## config.mk

```make
export PLATFORM = sky130hd
export DESIGN_NAME = xc_malu_issue_flat
export DESIGN_NICKNAME = d
export VERILOG_FILES = /design/src/rtl/xc_malu_issue_if.sv /design/src/rtl/xc_malu_issue.sv /design/src/flat_wrapper.sv
export SDC_FILE = /design/constraint.sdc
export NUM_CORES = 1
export LEC_CHECK = 0
export BUFFER_PORTS_ARGS = -buffer_cell sky130_fd_sc_hd__buf_2
export CORE_AREA = 2 2 150 152
export CTS_BUF_LIST = sky130_fd_sc_hd__clkbuf_4 sky130_fd_sc_hd__clkbuf_8
export DETAILED_ROUTE_END_ITERATION = 10
export DIE_AREA = 0 0 152 154
export PLACE_DENSITY_LB_ADDON = 0.2
export REMOVE_ABC_BUFFERS = 1
export SYNTH_ARGS = -nofsm -noshare
export SYNTH_HDL_FRONTEND = slang
export SYNTH_SLANG_ARGS = --single-unit
```

## constraint.sdc

```tcl
create_clock -name clock -period 2.95 [get_ports clock]
set_clock_uncertainty 0.05 [all_clocks]
set_input_delay 0 -clock clock [delete_from_list [all_inputs] [get_ports clock]]
set_output_delay 0 -clock clock [all_outputs]
set_load 0.02 [all_outputs]
```

## src/rtl/xc_malu_issue_if.sv

```systemverilog
// Request/response handshake between the XCrypto decode/execute stage and xc_malu_issue.
// The decode stage takes the master modport; the issue sequencer takes the slave modport.
interface xc_malu_issue_if;
  logic        req_valid;
  logic        req_ready;
  logic [3:0]  req_op;
  logic [2:0]  req_pw;
  logic [31:0] req_rs1;
  logic [31:0] req_rs2;
  logic [31:0] req_rs3;
  logic        rsp_valid;
  logic        rsp_ready;
  logic [63:0] rsp_result;
  logic        rsp_error;
  logic        abort;

  modport master (
    output req_valid, req_op, req_pw, req_rs1, req_rs2, req_rs3, rsp_ready, abort,
    input  req_ready, rsp_valid, rsp_result, rsp_error
  );

  modport slave (
    input  req_valid, req_op, req_pw, req_rs1, req_rs2, req_rs3, rsp_ready, abort,
    output req_ready, rsp_valid, rsp_result, rsp_error
  );
endinterface

```

## src/rtl/xc_malu_issue.sv

```systemverilog
// Issue sequencer between XCrypto decode/execute and xc_malu: latches one request, holds the
// MALU lines until ready or watchdog expiry, then returns the result. Optional: XC_MALU_ISSUE_DIV0_BYPASS_EN.
module xc_malu_issue #(
  parameter int MAX_CYCLES = 64
) (
  input  logic                clock,
  input  logic                reset,
  xc_malu_issue_if.slave      bus,
  output logic [31:0]         malu_rs1,
  output logic [31:0]         malu_rs2,
  output logic [31:0]         malu_rs3,
  output logic                malu_valid,
  output logic                malu_uop_div,
  output logic                malu_uop_divu,
  output logic                malu_uop_rem,
  output logic                malu_uop_remu,
  output logic                malu_uop_mul,
  output logic                malu_uop_mulu,
  output logic                malu_uop_mulsu,
  output logic                malu_uop_clmul,
  output logic                malu_uop_pmul,
  output logic                malu_uop_pclmul,
  output logic                malu_uop_madd,
  output logic                malu_uop_msub,
  output logic                malu_uop_macc,
  output logic                malu_uop_mmul,
  output logic                malu_pw_32,
  output logic                malu_pw_16,
  output logic                malu_pw_8,
  output logic                malu_pw_4,
  output logic                malu_pw_2,
  output logic                malu_flush,
  output logic [31:0]         malu_flush_data,
  input  logic [63:0]         malu_result,
  input  logic                malu_ready
);

  localparam int              CW       = $clog2(MAX_CYCLES) + 1;
  localparam logic [CW-1:0]   CNT_LAST = CW'(MAX_CYCLES - 1);

  typedef enum logic [1:0] {
    S_IDLE  = 2'd0,
    S_ISSUE = 2'd1,
    S_RESP  = 2'd2
  } state_t;

  state_t         state;
  logic [13:0]    uop_q;
  logic [4:0]     pw_q;
  logic [CW-1:0]  cycle_cnt;
  logic           req_ready_q;
  logic           rsp_valid_q;
  logic           rsp_error_q;
  logic [63:0]    rsp_result_q;

  logic           accept;
  logic           req_packed;
  logic           req_illegal;
  logic           div0_bypass;
  logic [63:0]    div0_result;
  logic [13:0]    uop_dec;
  logic [4:0]     pw_dec;
  logic           watchdog_hit;
  logic           issue_exit;

  assign accept     = bus.req_valid && req_ready_q;
  assign req_packed = (bus.req_op == 4'd8) || (bus.req_op == 4'd9);

  // Only pmul/pclmul take a sub-word width; everything else must be a plain 32-bit op.
  assign req_illegal = (bus.req_op > 4'd13) || (bus.req_pw > 3'd4) ||
                       (req_packed ? (bus.req_pw == 3'd0) : (bus.req_pw != 3'd0));

`ifdef XC_MALU_ISSUE_DIV0_BYPASS_EN
  // Division by zero is answered locally with the RISC-V defined results.
  assign div0_bypass = (bus.req_op < 4'd4) && (bus.req_rs2 == 32'd0);
  assign div0_result = bus.req_op[1] ? {32'd0, bus.req_rs1} : 64'h0000_0000_FFFF_FFFF;
`else
  assign div0_bypass = 1'b0;
  assign div0_result = 64'd0;
`endif

  assign uop_dec = 14'd1 << bus.req_op;
  assign pw_dec  = 5'd1 << bus.req_pw;

  assign watchdog_hit = (cycle_cnt == CNT_LAST);
  assign issue_exit   = bus.abort || malu_ready || watchdog_hit;

  // Flush is combinational so the MALU sees it in the same cycle it hands back ready.
  assign malu_flush      = malu_valid && issue_exit;
  assign malu_flush_data = 32'd0;

  assign bus.req_ready  = req_ready_q;
  assign bus.rsp_valid  = rsp_valid_q;
  assign bus.rsp_error  = rsp_error_q;
  assign bus.rsp_result = rsp_result_q;

  assign {malu_uop_mmul, malu_uop_macc, malu_uop_msub, malu_uop_madd,
          malu_uop_pclmul, malu_uop_pmul, malu_uop_clmul, malu_uop_mulsu,
          malu_uop_mulu, malu_uop_mul, malu_uop_remu, malu_uop_rem,
          malu_uop_divu, malu_uop_div} = uop_q;

  assign {malu_pw_2, malu_pw_4, malu_pw_8, malu_pw_16, malu_pw_32} = pw_q;

  // NOTE: all state here uses non-blocking assignments so every register samples the
  // pre-edge values; blocking assignments would make later statements see updated values.
  always_ff @(posedge clock) begin
    if (reset) begin
      state        <= S_IDLE;
      req_ready_q  <= 1'b1;
      rsp_valid_q  <= 1'b0;
      rsp_error_q  <= 1'b0;
      rsp_result_q <= 64'd0;
      malu_valid   <= 1'b0;
      uop_q        <= '0;
      pw_q         <= '0;
      cycle_cnt    <= '0;
      malu_rs1     <= 32'd0;
      malu_rs2     <= 32'd0;
      malu_rs3     <= 32'd0;
    end else begin
      case (state)
        S_IDLE: begin
          if (accept) begin
            malu_rs1    <= bus.req_rs1;
            malu_rs2    <= bus.req_rs2;
            malu_rs3    <= bus.req_rs3;
            req_ready_q <= 1'b0;
            if (req_illegal) begin
              state        <= S_RESP;
              rsp_valid_q  <= 1'b1;
              rsp_error_q  <= 1'b1;
              rsp_result_q <= 64'd0;
            end else if (div0_bypass) begin
              state        <= S_RESP;
              rsp_valid_q  <= 1'b1;
              rsp_error_q  <= 1'b0;
              rsp_result_q <= div0_result;
            end else begin
              state      <= S_ISSUE;
              malu_valid <= 1'b1;
              uop_q      <= uop_dec;
              pw_q       <= pw_dec;
              cycle_cnt  <= '0;
            end
          end
        end

        S_ISSUE: begin
          cycle_cnt <= cycle_cnt + 1'b1;
          if (issue_exit) begin
            malu_valid <= 1'b0;
            uop_q      <= '0;
            pw_q       <= '0;
          end
          // Abort outranks a simultaneous ready or watchdog expiry.
          if (bus.abort) begin
            state       <= S_IDLE;
            req_ready_q <= 1'b1;
          end else if (malu_ready) begin
            state        <= S_RESP;
            rsp_valid_q  <= 1'b1;
            rsp_error_q  <= 1'b0;
            rsp_result_q <= malu_result;
          end else if (watchdog_hit) begin
            state        <= S_RESP;
            rsp_valid_q  <= 1'b1;
            rsp_error_q  <= 1'b1;
            rsp_result_q <= 64'd0;
          end
        end

        S_RESP: begin
          if (bus.abort || bus.rsp_ready) begin
            state       <= S_IDLE;
            rsp_valid_q <= 1'b0;
            req_ready_q <= 1'b1;
          end
        end

        default: begin
          state       <= S_IDLE;
          req_ready_q <= 1'b1;
          rsp_valid_q <= 1'b0;
          malu_valid  <= 1'b0;
          uop_q       <= '0;
          pw_q        <= '0;
        end
      endcase
    end
  end

endmodule
```

## src/flat_wrapper.sv

```systemverilog
// flat-port wrapper written by rule: the top's interface ports become plain ports
module xc_malu_issue_flat 
#(
  parameter int MAX_CYCLES = 64
)
  (clock, reset, malu_rs1, malu_rs2, malu_rs3, malu_valid, malu_uop_div, malu_uop_divu, malu_uop_rem, malu_uop_remu, malu_uop_mul, malu_uop_mulu, malu_uop_mulsu, malu_uop_clmul, malu_uop_pmul, malu_uop_pclmul, malu_uop_madd, malu_uop_msub, malu_uop_macc, malu_uop_mmul, malu_pw_32, malu_pw_16, malu_pw_8, malu_pw_4, malu_pw_2, malu_flush, malu_flush_data, malu_result, malu_ready, bus_req_valid, bus_req_op, bus_req_pw, bus_req_rs1, bus_req_rs2, bus_req_rs3, bus_rsp_ready, bus_abort, bus_req_ready, bus_rsp_valid, bus_rsp_result, bus_rsp_error);
  xc_malu_issue_if bus_i ();
  input  logic clock;
  input  logic reset;
  output logic [31:0] malu_rs1;
  output logic [31:0] malu_rs2;
  output logic [31:0] malu_rs3;
  output logic malu_valid;
  output logic malu_uop_div;
  output logic malu_uop_divu;
  output logic malu_uop_rem;
  output logic malu_uop_remu;
  output logic malu_uop_mul;
  output logic malu_uop_mulu;
  output logic malu_uop_mulsu;
  output logic malu_uop_clmul;
  output logic malu_uop_pmul;
  output logic malu_uop_pclmul;
  output logic malu_uop_madd;
  output logic malu_uop_msub;
  output logic malu_uop_macc;
  output logic malu_uop_mmul;
  output logic malu_pw_32;
  output logic malu_pw_16;
  output logic malu_pw_8;
  output logic malu_pw_4;
  output logic malu_pw_2;
  output logic malu_flush;
  output logic [31:0] malu_flush_data;
  input  logic [63:0] malu_result;
  input  logic malu_ready;
  input wire logic [$bits(bus_i.req_valid)-1:0] bus_req_valid;
  input wire logic [$bits(bus_i.req_op)-1:0] bus_req_op;
  input wire logic [$bits(bus_i.req_pw)-1:0] bus_req_pw;
  input wire logic [$bits(bus_i.req_rs1)-1:0] bus_req_rs1;
  input wire logic [$bits(bus_i.req_rs2)-1:0] bus_req_rs2;
  input wire logic [$bits(bus_i.req_rs3)-1:0] bus_req_rs3;
  input wire logic [$bits(bus_i.rsp_ready)-1:0] bus_rsp_ready;
  input wire logic [$bits(bus_i.abort)-1:0] bus_abort;
  output wire logic [$bits(bus_i.req_ready)-1:0] bus_req_ready;
  output wire logic [$bits(bus_i.rsp_valid)-1:0] bus_rsp_valid;
  output wire logic [$bits(bus_i.rsp_result)-1:0] bus_rsp_result;
  output wire logic [$bits(bus_i.rsp_error)-1:0] bus_rsp_error;
  assign bus_i.req_valid = bus_req_valid;
  assign bus_i.req_op = bus_req_op;
  assign bus_i.req_pw = bus_req_pw;
  assign bus_i.req_rs1 = bus_req_rs1;
  assign bus_i.req_rs2 = bus_req_rs2;
  assign bus_i.req_rs3 = bus_req_rs3;
  assign bus_i.rsp_ready = bus_rsp_ready;
  assign bus_i.abort = bus_abort;
  assign bus_req_ready = bus_i.req_ready;
  assign bus_rsp_valid = bus_i.rsp_valid;
  assign bus_rsp_result = bus_i.rsp_result;
  assign bus_rsp_error = bus_i.rsp_error;
  xc_malu_issue #(.MAX_CYCLES(MAX_CYCLES)) u_core (.clock(clock), .reset(reset), .bus(bus_i), .malu_rs1(malu_rs1), .malu_rs2(malu_rs2), .malu_rs3(malu_rs3), .malu_valid(malu_valid), .malu_uop_div(malu_uop_div), .malu_uop_divu(malu_uop_divu), .malu_uop_rem(malu_uop_rem), .malu_uop_remu(malu_uop_remu), .malu_uop_mul(malu_uop_mul), .malu_uop_mulu(malu_uop_mulu), .malu_uop_mulsu(malu_uop_mulsu), .malu_uop_clmul(malu_uop_clmul), .malu_uop_pmul(malu_uop_pmul), .malu_uop_pclmul(malu_uop_pclmul), .malu_uop_madd(malu_uop_madd), .malu_uop_msub(malu_uop_msub), .malu_uop_macc(malu_uop_macc), .malu_uop_mmul(malu_uop_mmul), .malu_pw_32(malu_pw_32), .malu_pw_16(malu_pw_16), .malu_pw_8(malu_pw_8), .malu_pw_4(malu_pw_4), .malu_pw_2(malu_pw_2), .malu_flush(malu_flush), .malu_flush_data(malu_flush_data), .malu_result(malu_result), .malu_ready(malu_ready));
endmodule
```

**Word-level counts from Yosys, hierarchy flattened**

Index checks and enable logic that the tools add are counted.

- Register bits after elaboration: 192

- Shift operators: 2
- Order comparisons: 2
- Reductions and logical operators: 19
- Eq/ne operators: 14
- Bitwise operators: 1
- Add/sub/neg operators: 1
- Muxes and demuxes: 43

Operators with widths:

| operator | count |
|---|---|
| 64-bit two-way mux | 5 |
| 64-bit case mux with 2 select lines | 1 |
| 14-bit two-way mux | 3 |
| 14-bit case mux with 3 select lines | 1 |
| 1-bit two-way mux | 15 |
| 5-bit two-way mux | 3 |
| 5-bit case mux with 3 select lines | 1 |
| 7-bit two-way mux | 2 |
| 7-bit case mux with 2 select lines | 1 |
| 1-bit by 4-bit << shifter with 14-bit output, first input constant | 1 |
| 2-bit two-way mux | 6 |
| 5-bit AND reduction | 2 |
| 1-bit case mux with 3 select lines | 3 |
| 3-bit AND reduction | 3 |
| 4-bit equality test, second input constant | 2 |
| 2-bit by 1-bit inequality test with 1-bit output, second input constant | 4 |
| 7-bit by 1-bit adder with 7-bit output, second input constant | 1 |
| 7-bit by 6-bit equality test with 1-bit output, second input constant | 1 |
| 1-bit logical OR | 6 |
| 2-bit inequality test, second input constant | 3 |
| 2-bit case mux with 3 select lines | 1 |
| 1-bit by 3-bit << shifter with 5-bit output, first input constant | 1 |
| 4-bit greater-than comparator, second input constant | 1 |
| 4-bit by 3-bit inequality test with 1-bit output, second input constant | 1 |
| 13 further kinds | 14 |

**Depth between registers and ports, before layout**

Gate-level depths: netlist of the first run.

- Depth in word-level cells: 7
- Mapped depth: 7
- Depth with buffers taken out: 6

**Worst setup path before layout of the first run**

OpenSTA, ideal clock, no wires.

- Path kind: register to register
- From: reg u_core.state[1]
- To: reg u_core.rsp_result_q[10] (netlist: u_core.bus.rsp_result[10])
- Cell stages (with the launch flop): 8
- Arrival: 1691 ps
- Required time: 2783 ps
- Buffers on the path: 2
- Slack: 1093 ps
- Library setup time: 117 ps
- Path through: dfxtp_1 -> clkbuf_1 -> nor2_1 -> nand3_1 -> o32ai_4 -> nor2_4 -> buf_6 -> a22o_1

- Word-level cells in the longest chain between the ends: 3
- Elaborated cells between the ends (all ways): 9
- Those cells by class: 5 x eq/ne; 1 x mux; 3 x reduce/logical

RTL lines:

| element | RTL line | text |
|---|---|---|
| start, declared | xc_malu_issue.sv:47 | `state_t state;` |
| start signal, assigned | xc_malu_issue.sv:108 | `state <= S_IDLE;` |
| start signal, assigned | xc_malu_issue.sv:129 | `state <= S_RESP;` |
| start signal, assigned | xc_malu_issue.sv:134 | `state <= S_RESP;` |
| 2-bit by 1-bit equality test with 1-bit output / 2-bit logical NOT (equally long branches) | xc_malu_issue.sv:121 | `case (state)` |
| 3-bit by 2-bit inequality test with 1-bit output (no line) (tied with other cells) | -- |  |
| 5-bit AND reduction (no line) | -- |  |
| end signal, assigned | xc_malu_issue.sv:137 | `rsp_result_q <= div0_result;` |
| end signal, assigned | xc_malu_issue.sv:163 | `rsp_result_q <= malu_result;` |
| end, declared | xc_malu_issue.sv:54 | `logic [63:0] rsp_result_q;` |

Parallel ways exist; a longest one is shown, timed or not.
A chain may end at the register's enable or synchronous reset.

**Worst setup path after layout of the first run**

- From: in bus_req_pw[0]
- To: reg u_core.pw_q[2]

- Word-level cells in the longest chain between the ends: 5
- Elaborated cells between the ends (all ways): 12
- Those cells by class: 1 x order compare; 1 x eq/ne; 1 x shift; 4 x mux; 5 x reduce/logical

RTL lines:

| element | RTL line | text |
|---|---|---|
| start, declared | flat_wrapper.sv:39 | `input wire logic [$bits(bus_i.req_pw)-1:0] bus_req_pw;` |
| 3-bit greater-than comparator (tied with other cells) | xc_malu_issue.sv:70 | `assign req_illegal = (bus.req_op > 4'd13) \|\| (bus.req_pw > 3'd4) \|\|` |
| 1-bit logical OR / 1-bit two-way mux (equally long branches) | xc_malu_issue.sv:70, xc_malu_issue.sv:71 |  |
| 1-bit logical OR | xc_malu_issue.sv:70 |  |
| 2-bit inequality test (no line) | -- |  |
| 4-bit AND reduction (no line) | -- |  |
| end signal, assigned | xc_malu_issue.sv:142 | `pw_q <= pw_dec;` |
| end, declared | xc_malu_issue.sv:49 | `logic [4:0] pw_q;` |

Parallel ways exist; a longest one is shown, timed or not. The select of a mux whose other input is x is not followed.

==> impl_metrics.toml, run 1 <==
[outcome]
result_of_the_run = "finished, final reports clean"

[placed_design]
place_ws_ns = 0.120
dpl.cell_count = 1347
post-dp-hpwl_microns = 15200
port_buffers = 356
gpl.final_weighted_congestion = 0.765

[die]
die-area_sq_mm = 0.0234
rows = 54
initial_utilization_pct = 32.1
io-pin-count = 389
fp.dieW_microns = 152
die_y_microns = 154
core_region_area_sq_mm = 0.0217

[synthesis]
number_of_enable_flip_flop_cells_after_synthesis = 0
number_of_register_bits_inferred_by_synthesis = 192
asyncSetResetFlopFracSynth_pct = 0
synth-warning-count = 0
synth_top_area_share_pct = 55.2
synth_ff_type = "dfxtp_1"
synth.most_common_cell = "nand2_1"
synth_area_leaders = "dfxtp_1, nand2_1, a22o_1"
yosys-top-cells-count = "nand2_1, dfxtp_1, a21oi_1"
syn-cell-area_sq_mm = 0.00696
synth.lib_cells_used.distinct = 42
post-synth-top-area-cell = "dfxtp_1"
syn_area_per_cell_sq_um = 9.18
syn-instance-count = 758
synth_sequential_area_ratio_pct = 55.2

[clock_tree]
clockRootBuffer = "clkbuf_8"
cts.path.max_buffers = 2
clk_transition_reported_paths_ns = 0.11
cts_setup_buffers = 0
cts_max_level = 4
clock_insertion_delay_worst_skew_ns = 0.44
number_of_cts_inserted_buffers = 17
cts_tree = "built"
clock_sink_count = 192
cts_repair_resize_count = 0

[setup_path]
path_buf_inv = 4
cp.required_ns = 3.25
criticalPathCategory = "primary input to flip-flop"
worstSetupEndpointType = "flip-flop"
highest_cell_delay_on_the_worst_timing_path_ns = 0.55
timing.critical_path.arrival_ns = 3.01
crit_slowest_cell = "dlygate4sd3_1"
worstPathMaxFanout = 8
cp_cell_sequence = "dlygate4sd3_1 > buf_2 > or3_4 > and3_1 > o21ai_1 > buf_4 > nor3_1 > a32o_1 > dlygate4sd3_1"
worst_path_dominant_cell_family = "buffers and inverters"
reg2reg_from = "u_core.cycle_cnt[0]$_SDFFE_PP0P_"
setup.worst_path.start_class = "primary input"
critPathMostFrequentCell = "dlygate4sd3_1"
startpoint = "bus_req_pw[0]"

[sta]
fin_tns_setup_ns = 0
timing.hold.ws_ns = 0.0281
min_setup_slack_post_route_ns = 0.235
relSlewSlack_pct = 29.3
min_period_over_period_pct = 92.0
maxClockFrequency_mhz = 368
slew_violations = 0
setup-violations-final = 0
period_needed_ns = 2.72
slew_of_the_pin_with_the_lowest_slew_margin_ns = 1.06
grt_setup_unrepaired = "false"
timing.final.hold_violations = 0

[min_path]
worst_hold_path_type = "primary input to flip-flop"
min-delay-start = "reset"

[global_routing]
grtUsageTotal_pct = 19.0
initial_antenna_violation_count = 0
grt_first_pass_wirelength_microns = 36600
grt_pass1_vias = 7099
grt_max_degree = 97
globalRouteOverflowTotal = 0

[drt]
post-route-drc-count = 0
detail_route.iter0.violations = 382
dr_total_vias = 7114
routed_wl_microns = 23400
drt-pass1-iter-count = 4
vias_per_cell = 4.57
route.antenna.remaining_nets = 0
avgRoutedWirePerCell_microns = 15.0

[layout]
diode_insertion_count_for_antenna_repair = 0
fin_nets = 1438
fin_cells = 1556
area_growth_from_synthesis_to_layout_pct = 57.3
register_area_sq_mm = 0.00384
footprint_of_the_multi_input_gates_sq_mm = 0.00274
num-fill-cells = 2029
postLayoutCoreUtil_pct = 50.5
drive_above_1_share_pct = 31.7

[power]
p_per_area_mw_per_mm2 = 495
peakVddDrop_v = 0.000237
p_leak_uw = 0.00519

[job]
max_cap_violations = 0
-- layout make-up --
type / instances / share of cell area, %
flip-flops and latches: 192 / 35.1
repair buffers: 539 / 32.9
multi-input cells: 507 / 25.1
well taps: 280 / 3.20
clock buffers: 19 / 2.39
clock inverters: 12 / 1.09
inverters: 7 / 0.240
-- routing by layer --
| metal | GRT usage [%] | vias to the layer above | share of wire (%) |
|---|---|---|---|
| met5 | 0 | - | 0 |
| met4 | 7.25 | 0 | 2.1 |
| met3 | 5.36 | 28 | 7.0 |
| met2 | 33.3 | 286 | 49 |
| met1 | 22.1 | 3242 | 42 |
| li1 | - | 3558 | - |
-- flip-flops by register name, indices dropped and copies added, names as in the netlist --
signal and cells:
u_core.bus.req_ready 1, u_core.bus.rsp_error 1, u_core.bus.rsp_result 64, u_core.bus.rsp_valid 1
u_core.cycle_cnt 7, u_core.malu_rs1 32, u_core.malu_rs2 32, u_core.malu_rs3 32
u_core.malu_valid 1, u_core.pw_q 5, u_core.state 2, u_core.uop_q 14
-- timing repair --
action,4_1_cts,5_1_grt
hold buffers,177,0
endpoints found under the setup margin,0,19
endpoints found under the hold margin,183,0
-- layout by cell type, fill, tap and decap left out, types with 2 or more instances in the layout --
cell type / count
clkinv_4: 4
nor3b_1: 5
inv_8: 3
and3_1: 4
mux2i_1: 5
inv_1: 7
nor4b_1: 4
nor2_1: 11
nand2_1: 198
o21a_1: 2
nor2b_1: 3
a21o_1: 4
nor3_1: 7
a32o_1: 3
a22o_1: 73
nand3_1: 12
o21ai_0: 8
nor2_4: 2
dfxtp_1: 192
inv_6: 3
or3_1: 4
nand2b_1: 5
buf_4: 7
conb_1: 32
nand4_1: 2
a21oi_1: 105
clkbuf_8: 19
dlygate4sd3_1: 177
buf_2: 355
-- power by group --
part	switching (uW)	internal (uW)	total, uW
sequential	56.8	2700	2760
combinational	572	412	983
clock	1010	663	1670
total	1640	3780	5410
-- logic make-up (layout without fill, tap and decap cells) --
| family | Yosys count | count (layout) | share of synthesized area (%) |
|---|---|---|---|
| and+or+nand+nor | 260 | 261 | 15.8 |
| AOI/OAI and AO/OA | 208 | 208 | 20.5 |
| DFF | 192 | 192 | 55.2 |
| buffers and inverters | 91 | 577 | 7.48 |
| muxes | 5 | 5 | 0.719 |
| adders and majority gates | 1 | 1 | 0.180 |
| other | 1 | 32 | 0.0539 |
-- worst paths after layout --
path                                                  to  slack [ns]  cells after the start
hold / removal               u_core.pw_q[4]$_SDFFE_PP0P_        0.03                      2
hold reg to reg         u_core.malu_rs3[16]$_SDFFE_PP0P_        0.41                      2
setup / recovery             u_core.pw_q[2]$_SDFFE_PP0P_        0.23                      9
setup reg to reg  u_core.bus.rsp_result[58]$_SDFFE_PP0P_        0.37                      6
-- per-stage QoR --
step                cell area (sq um)  total power (uW)
floorplan                        6580              3260
global placement                 8790              3610
detailed placement               8790              3610
CTS                             10900              5490
global route                    10900              5700
finish                          10900              5410
Power figures use the tool's default switching activity.
==> run 2: changes to the inputs <==
--- a/config.mk
+++ b/config.mk
@@ -5,11 +5,11 @@
 export SDC_FILE = /design/constraint.sdc
 export NUM_CORES = 1
 export LEC_CHECK = 0
-export BUFFER_PORTS_ARGS = -buffer_cell sky130_fd_sc_hd__buf_2
 export CORE_AREA = 2 2 150 152
 export CTS_BUF_LIST = sky130_fd_sc_hd__clkbuf_4 sky130_fd_sc_hd__clkbuf_8
 export DETAILED_ROUTE_END_ITERATION = 10
 export DIE_AREA = 0 0 152 154
+export DONT_BUFFER_PORTS = 1
 export PLACE_DENSITY_LB_ADDON = 0.2
 export REMOVE_ABC_BUFFERS = 1
 export SYNTH_ARGS = -nofsm -noshare
==> impl_metrics.toml, run 2 (synthesis gave the netlist of run 1 again) <==
[placed_design]
placedInstanceArea_sq_mm = 0.00700
post-dp-hpwl_microns = 13800
place_ws_ns = 0.348
port_buffers = 0
gpl.final_weighted_congestion = 0.745

[setup_path]
cp_cell_sequence = "ha_1 > and3_1 > a41oi_1 > o32ai_4 > dlygate4sd3_1 > nor2_1 > dlygate4sd3_1 > nor2_1"
setup.worst_path.start_class = "flip-flop"
critical_path.reg2reg.endpoint = "u_core.bus.rsp_valid$_SDFFE_PP0P_"
worstPathMaxFanout = 4
timing.critical_path.arrival_ns = 3.08
crit_slowest_cell = "dlygate4sd3_1"
ff2ff_path_depth = 8
worstSetupEndpointType = "flip-flop"
reg2reg_from = "u_core.cycle_cnt[0]$_SDFFE_PP0P_"
highest_cell_delay_on_the_worst_timing_path_ns = 0.61
regToRegSetupSlack_ns = 0.14
cp.required_ns = 3.22
criticalPathCategory = "flip-flop to flip-flop"

[layout]
final_common_cell = "nand2_1"
largest_reg_flops = 64
fin_nets = 1087
postLayoutCoreUtil_pct = 42.7
final_cell_area_sq_mm = 0.00925
area_growth_from_synthesis_to_layout_pct = 32.9
drive_above_1_share_pct = 5.30
layout_common_cells = "nand2_1, dfxtp_1, dlygate4sd3_1, a21oi_1, a22o_1"

[min_path]
min-delay-start = "malu_ready"
end_point_of_the_most_critical_hold_path = "u_core.uop_q[12]$_SDFFE_PP0P_"
worst_hold_path_type = "primary input to flip-flop"
hold_depth = 4

[drt]
route.antenna.remaining_nets = 0
vias_per_cell = 4.91
routed_wl_microns = 21800
post-route-drc-count = 0
wl_met3_microns = 1950
dr_wl_met2_microns = 10700
met1Wirelength_microns = 8600
avgRoutedWirePerCell_microns = 18.1
top_signal_layer_used = "met4"
detail_route.iter0.violations = 411
drt-pass1-iter-count = 4
dr_total_vias = 5936

[clock_tree]
cts_max_level = 4
clock_insertion_delay_worst_skew_ns = 0.45
clk_transition_reported_paths_ns = 0.11
cts.path.max_buffers = 2
cts_tree = "built"
clock_sink_count = 192
clockRootBuffer = "clkbuf_8"
cts_setup_buffers = 0
number_of_cts_inserted_buffers = 17

[power]
peakVddDrop_v = 0.000224
p_per_area_mw_per_mm2 = 565
p_leak_uw = 0.00357
total_switching_power_uw = 1620
swShare_pct = 31.0
combinational_group_share_of_total_power_pct = 12.1
power.sequential.fraction_pct = 55.9
clock_power_share_pct = 32.0
p_int_uw = 3610

[sta]
timing.hold.ws_ns = 0.0591
setup-violations-final = 0
relSlewSlack_pct = 26.7
grt_setup_unrepaired = "false"
slew_of_the_pin_with_the_lowest_slew_margin_ns = 1.09
maxClockFrequency_mhz = 356
slew_violations = 0
timing.final.hold_violations = 0
min_period_over_period_pct = 95.1
period_needed_ns = 2.81
min_setup_slack_post_route_ns = 0.143

[global_routing]
grtUsageTotal_pct = 18.0
grt_pass1_vias = 6073
grt_max_degree = 115
grt_first_pass_wirelength_microns = 33700
globalRouteOverflowTotal = 0
initial_antenna_violation_count = 3

[die]
io-pin-count = 389
fp.dieW_microns = 152
core_region_area_sq_mm = 0.0217
die-area_sq_mm = 0.0234
initial_utilization_pct = 32.1
rows = 54
die_y_microns = 154

[job]
max_cap_violations = 0

[outcome]
result_of_the_run = "finished, final reports clean"
[run 2: power by group through the flow]
stage          combinational, uW  sequential, uW  clock (uW)
2_1_floorplan                313            2950           0
3_3_place_gp                 381            2990           0
3_5_place_dp                 386            2990           0
4_1_cts                      631            2930        1760
5_1_grt                      698            2940        1870
6_report                     631            2920        1670
[run 2: worst max-delay path: cells and delay by family, from the launching register on]
family	cells	cell delay, ns
and+or+nand+nor	3	0.37
buffers and inverters	2	1.17
AOI/OAI and AO/OA	2	0.55
DFF	1	0.34
adders and majority gates	1	0.21
[run 2: final cells by class]
| class | instances | area [sq um] |
|---|---|---|
| multi-input cells | 506 | 2750 |
| clock buffers | 17 | 234 |
| flip-flops and latches | 192 | 3840 |
| diodes | 3 | 7.51 |
| repair buffers | 189 | 1900 |
| inverters | 7 | 26.3 |
| clock inverters | 14 | 148 |
| fillers | 2071 | 12400 |
| well taps | 280 | 350 |
[run 2: how the worst max path moves through the flow]
stage                                           start                                endpoint  slack, ns  cells after the start
finish               u_core.cycle_cnt[0]$_SDFFE_PP0P_       u_core.bus.rsp_valid$_SDFFE_PP0P_       0.14                      8
global route         u_core.cycle_cnt[0]$_SDFFE_PP0P_       u_core.bus.rsp_valid$_SDFFE_PP0P_      0.004                      8
CTS                  u_core.cycle_cnt[0]$_SDFFE_PP0P_       u_core.bus.rsp_valid$_SDFFE_PP0P_       0.16                      8
detailed placement   u_core.cycle_cnt[0]$_SDFFE_PP0P_  u_core.bus.rsp_result[34]$_SDFFE_PP0P_       0.35                      7
global placement     u_core.cycle_cnt[0]$_SDFFE_PP0P_  u_core.bus.rsp_result[23]$_SDFFE_PP0P_       0.39                      7
floorplan           u_core.bus.req_ready$_SDFFE_PP1P_            u_core.uop_q[7]$_SDFFE_PP0P_      -4.94                      5
[run 2: timing repair]
action                     CTS  global route
setup endpoints to repair    0             3
gates resized for setup      0             2
hold buffers               184             0
hold endpoints to repair   192             0
[run 2: per-layer routing]
| layer | GRT usage (%) | vias up |
|---|---|---|
| li1 | - | 2856 |
| met1 | 20.3 | 2758 |
| met2 | 30.4 | 290 |
| met3 | 7.16 | 32 |
| met4 | 7.08 | 0 |
| met5 | 0 | - |
[run 2: per-stage QoR]
step	total power, uW	setup TNS, ns	instances
2_1_floorplan	3260	-424.66	705
3_5_place_dp	3370	0	990
4_1_cts	5320	0	1205
5_1_grt	5510	0	1208
6_report	5230	0	1208
3_3_place_gp	3370	0	990
==> run 3: changes to the inputs <==
--- a/config.mk
+++ b/config.mk
@@ -5,10 +5,13 @@
 export SDC_FILE = /design/constraint.sdc
 export NUM_CORES = 1
 export LEC_CHECK = 0
-export CORE_AREA = 2 2 150 152
+export CAP_MARGIN = 20
+export CELL_PAD_IN_SITES_DETAIL_PLACEMENT = 1
+export CELL_PAD_IN_SITES_GLOBAL_PLACEMENT = 2
+export CORE_AREA = 2 2 151 153
 export CTS_BUF_LIST = sky130_fd_sc_hd__clkbuf_4 sky130_fd_sc_hd__clkbuf_8
 export DETAILED_ROUTE_END_ITERATION = 10
-export DIE_AREA = 0 0 152 154
+export DIE_AREA = 0 0 153 155
 export DONT_BUFFER_PORTS = 1
 export PLACE_DENSITY_LB_ADDON = 0.2
 export REMOVE_ABC_BUFFERS = 1
==> constraint.sdc (replaced) <==
create_clock -name clock -period 2.97 [get_ports clock]
set_clock_uncertainty 0.05 [all_clocks]
set_input_delay 0 -clock clock [delete_from_list [all_inputs] [get_ports clock]]
set_output_delay 0 -clock clock [all_outputs]
set_load 0.02 [all_outputs]
==> impl_metrics.toml, run 3 <==
[placed_design]
gpl.final_weighted_congestion = 0.762
port_buffers = 0
place_ws_ns = 0.674
post-dp-hpwl_microns = 15100

[synthesis]
syn-cell-area_sq_mm = 0.00696
synth_sequential_area_ratio_pct = 55.2
synth_top_area_share_pct = 55.2
syn-instance-count = 758
yosys-top-cells-count = "nand2_1, dfxtp_1, a21oi_1"
syn_area_per_cell_sq_um = 9.18
synth.most_common_cell = "nand2_1"
synth_ff_type = "dfxtp_1"
synth-warning-count = 0
synth_area_leaders = "dfxtp_1, nand2_1, a22o_1"
synth.lib_cells_used.distinct = 42
asyncSetResetFlopFracSynth_pct = 0
number_of_enable_flip_flop_cells_after_synthesis = 0
number_of_register_bits_inferred_by_synthesis = 192
post-synth-top-area-cell = "dfxtp_1"

[clock_tree]
number_of_cts_inserted_buffers = 17
cts.path.max_buffers = 2
cts_setup_buffers = 0
clockRootBuffer = "clkbuf_8"
clock_sink_count = 192
cts_max_level = 4
cts_hold_buffers = 206
cts_repair_resize_count = 0

[outcome]
result_of_the_run = "stopped before the end"
outcome.stop_stage = "4_1_cts"
error_msg = "[ERROR RSZ-0060] Max buffer count reached."

[die]
fp.dieW_microns = 153
io-pin-count = 389
die_y_microns = 155
initial_utilization_pct = 31.3
rows = 55
run 3: cell counts after synthesis:
No cell type changed its count.
run 3: kinds of logic after synthesis:
family | after synthesis | synth area share, %
other | 1 | 0.0539
adders and majority gates | 1 | 0.180
DFF | 192 | 55.2
AOI/OAI and AO/OA | 208 | 20.5
buffers and inverters | 91 | 7.48
and+or+nand+nor | 260 | 15.8
muxes | 5 | 0.719
run 3: per-stage QoR:
step | cells | area, sq um | hold slack, ns
detailed placement | 994 | 7010 | 0.0310
global placement | 994 | 7010 | 0.0277
floorplan | 705 | 6580 | 0.0191
==> run 4: changes to the inputs <==
==> config.mk (replaced) <==
export PLATFORM = sky130hd
export DESIGN_NAME = xc_malu_issue_flat
export DESIGN_NICKNAME = d
export VERILOG_FILES = /design/src/rtl/xc_malu_issue_if.sv /design/src/rtl/xc_malu_issue.sv /design/src/flat_wrapper.sv
export SDC_FILE = /design/constraint.sdc
export NUM_CORES = 1
export LEC_CHECK = 0
export CAP_MARGIN = 20
export CORE_AREA = 2 2 149 151
export DETAILED_ROUTE_END_ITERATION = 10
export DIE_AREA = 0 0 151 153
export DONT_BUFFER_PORTS = 1
export PLACE_DENSITY_LB_ADDON = 0.15
export REMOVE_ABC_BUFFERS = 1
export SYNTH_ARGS = -nofsm -noshare
export SYNTH_HDL_FRONTEND = slang
export SYNTH_SLANG_ARGS = --single-unit
==> impl_metrics.toml, run 4 (synthesis gave the netlist of run 1 again) <==
[sta]
grt_setup_unrepaired = "false"
min_period_over_period_pct = 91.0
maxClockFrequency_mhz = 370
relSlewSlack_pct = 33.4
fin_tns_setup_ns = 0
setup-violations-final = 0
timing.final.hold_violations = 0
period_needed_ns = 2.70
slew_of_the_pin_with_the_lowest_slew_margin_ns = 0.998
slew_violations = 0

[drt]
avgRoutedWirePerCell_microns = 18.1
vias_per_cell = 5.04
dr_total_vias = 6054
routed_wl_microns = 21800
detail_route.iter0.violations = 246
drt-pass1-iter-count = 5
post-route-drc-count = 0
route.antenna.remaining_nets = 0

[layout]
final_cell_area_sq_mm = 0.00948
num-fill-cells = 1997
fin_nets = 1085
fin_cells = 1202
layout_common_cells = "nand2_1, dfxtp_1, dlygate4sd3_1, a21oi_1, a22o_1"
final_common_cell = "nand2_1"
drive_above_1_share_pct = 4.89
area_growth_from_synthesis_to_layout_pct = 36.1
largest_reg_flops = 64

[die]
fp.dieW_microns = 151
core_region_area_sq_mm = 0.0215
die_y_microns = 153
die-area_sq_mm = 0.0231
rows = 54
io-pin-count = 389
initial_utilization_pct = 32.4

[clock_tree]
cts.path.max_buffers = 2
clock_insertion_delay_worst_skew_ns = 0.42
number_of_cts_inserted_buffers = 17
clockRootBuffer = "clkbuf_16"
clk_transition_reported_paths_ns = 0.07
clock_sink_count = 192
cts_max_level = 4
cts_tree = "built"

[global_routing]
grtUsageTotal_pct = 17.9
grt_first_pass_wirelength_microns = 32500
grt_util_met1_pct = 19.0
groute.layer.met3.usage_pct = 5.85
globalRouteOverflowTotal = 0
grtUsageMet2_pct = 32.5
grt_max_degree = 114
global_route.peak_usage_layer = "met2"
grt_pass1_vias = 6039
initial_antenna_violation_count = 1

[setup_path]
crit_slowest_cell = "a21oi_1"
worstSetupEndpointType = "flip-flop"
worst_path_dominant_cell_family = "compound AO/OA/AOI/OAI gates"
highest_cell_delay_on_the_worst_timing_path_ns = 0.62
regToRegSetupSlack_ns = 0.27
path_buf_inv = 1
criticalPathCategory = "flip-flop to flip-flop"
worstPathMaxFanout = 30
cp.required_ns = 3.29
cp_cell_sequence = "nor2_1 > nand3_4 > a21oi_1 > a32oi_1 > a21oi_1 > dlygate4sd3_1"
timing.critical_path.arrival_ns = 3.02
critPathMostFrequentCell = "a21oi_1"
setup.worst_path.start_class = "flip-flop"

[placed_design]
dpl.cell_count = 990
port_buffers = 0
placedInstanceArea_sq_mm = 0.00700
post-dp-hpwl_microns = 13800
gpl.final_weighted_congestion = 0.746

[job]
max_cap_violations = 0

[power]
peakVddDrop_v = 0.000287
total_power_consumption_uw = 6040
p_per_area_mw_per_mm2 = 638
p_leak_uw = 0.00367

[outcome]
result_of_the_run = "finished, final reports clean"

[min_path]
worst_hold_path_type = "primary input to flip-flop"
==> run 4: stage by stage <==
step / utilization [%] / worst slack [ns] / hold slack [ns]
floorplan: - / -4.92 / 0.0191
global placement: 32.6 / 0.693 / 0.0338
detailed placement: 32.6 / 0.599 / 0.0400
CTS: 44.1 / 0.290 / 0.0213
global route: 44.1 / 0.0156 / 0.0593
finish: 44.1 / 0.268 / 0.0506
==> run 4: path summary, 6_finish.rpt <==
| kind | from | endpoint | cells past startpoint |
|---|---|---|---|
| max reg2reg | u_core.state[1]$_SDFFE_PP0P_ | u_core.pw_q[4]$_SDFFE_PP0P_ | 6 |
| min reg2reg | u_core.cycle_cnt[6]$_SDFFE_PP0P_ | u_core.cycle_cnt[6]$_SDFFE_PP0P_ | 2 |
| min | malu_ready | u_core.malu_valid$_SDFFE_PP0P_ | 4 |
| max | u_core.state[1]$_SDFFE_PP0P_ | u_core.pw_q[4]$_SDFFE_PP0P_ | 6 |
==> run 4: what timing repair did <==
item / 4_1_cts / 5_1_grt
endpoints found under the hold margin: 192 / 0
hold buffers: 182 / 0
gates resized for setup: 0 / 0
setup buffers: 0 / 0
==> run 4: report_power, final <==
part           total (uW)  internal (uW)  leakage (uW)  switching [uW]
registers            2910           2680       0.00156             224
clock network        2520           1520      0.000306            1000
logic                 616            270       0.00180             346
==> run 4: layout make-up <==
class / instances / area (sq um) / share of cell area, %
multi-input combinational: 506 / 2740 / 28.9
clock buffer: 18 / 439 / 4.63
antenna: 1 / 2.50 / 0.0264
sequential: 192 / 3840 / 40.6
clock inverter: 11 / 200 / 2.11
tap: 280 / 350 / 3.70
inverter: 7 / 26.3 / 0.277
timing repair buffer: 187 / 1880 / 19.8
==> run 4: worst register-to-register path, stage by stage, from the launching register on <==
cell,delay (ns)
dfxtp_1,0.40
nor2_1,0.31
nand3_4,0.37
a21oi_1,0.62
a32oi_1,0.19
a21oi_1,0.16
dlygate4sd3_1,0.56
==> run 4: layer usage <==
layer  vias up  part of all wire, %
met5         -                    0
met4         0                  2.3
met3        36                  9.2
met2       315                   51
met1      2856                   38
li1       2847                    -
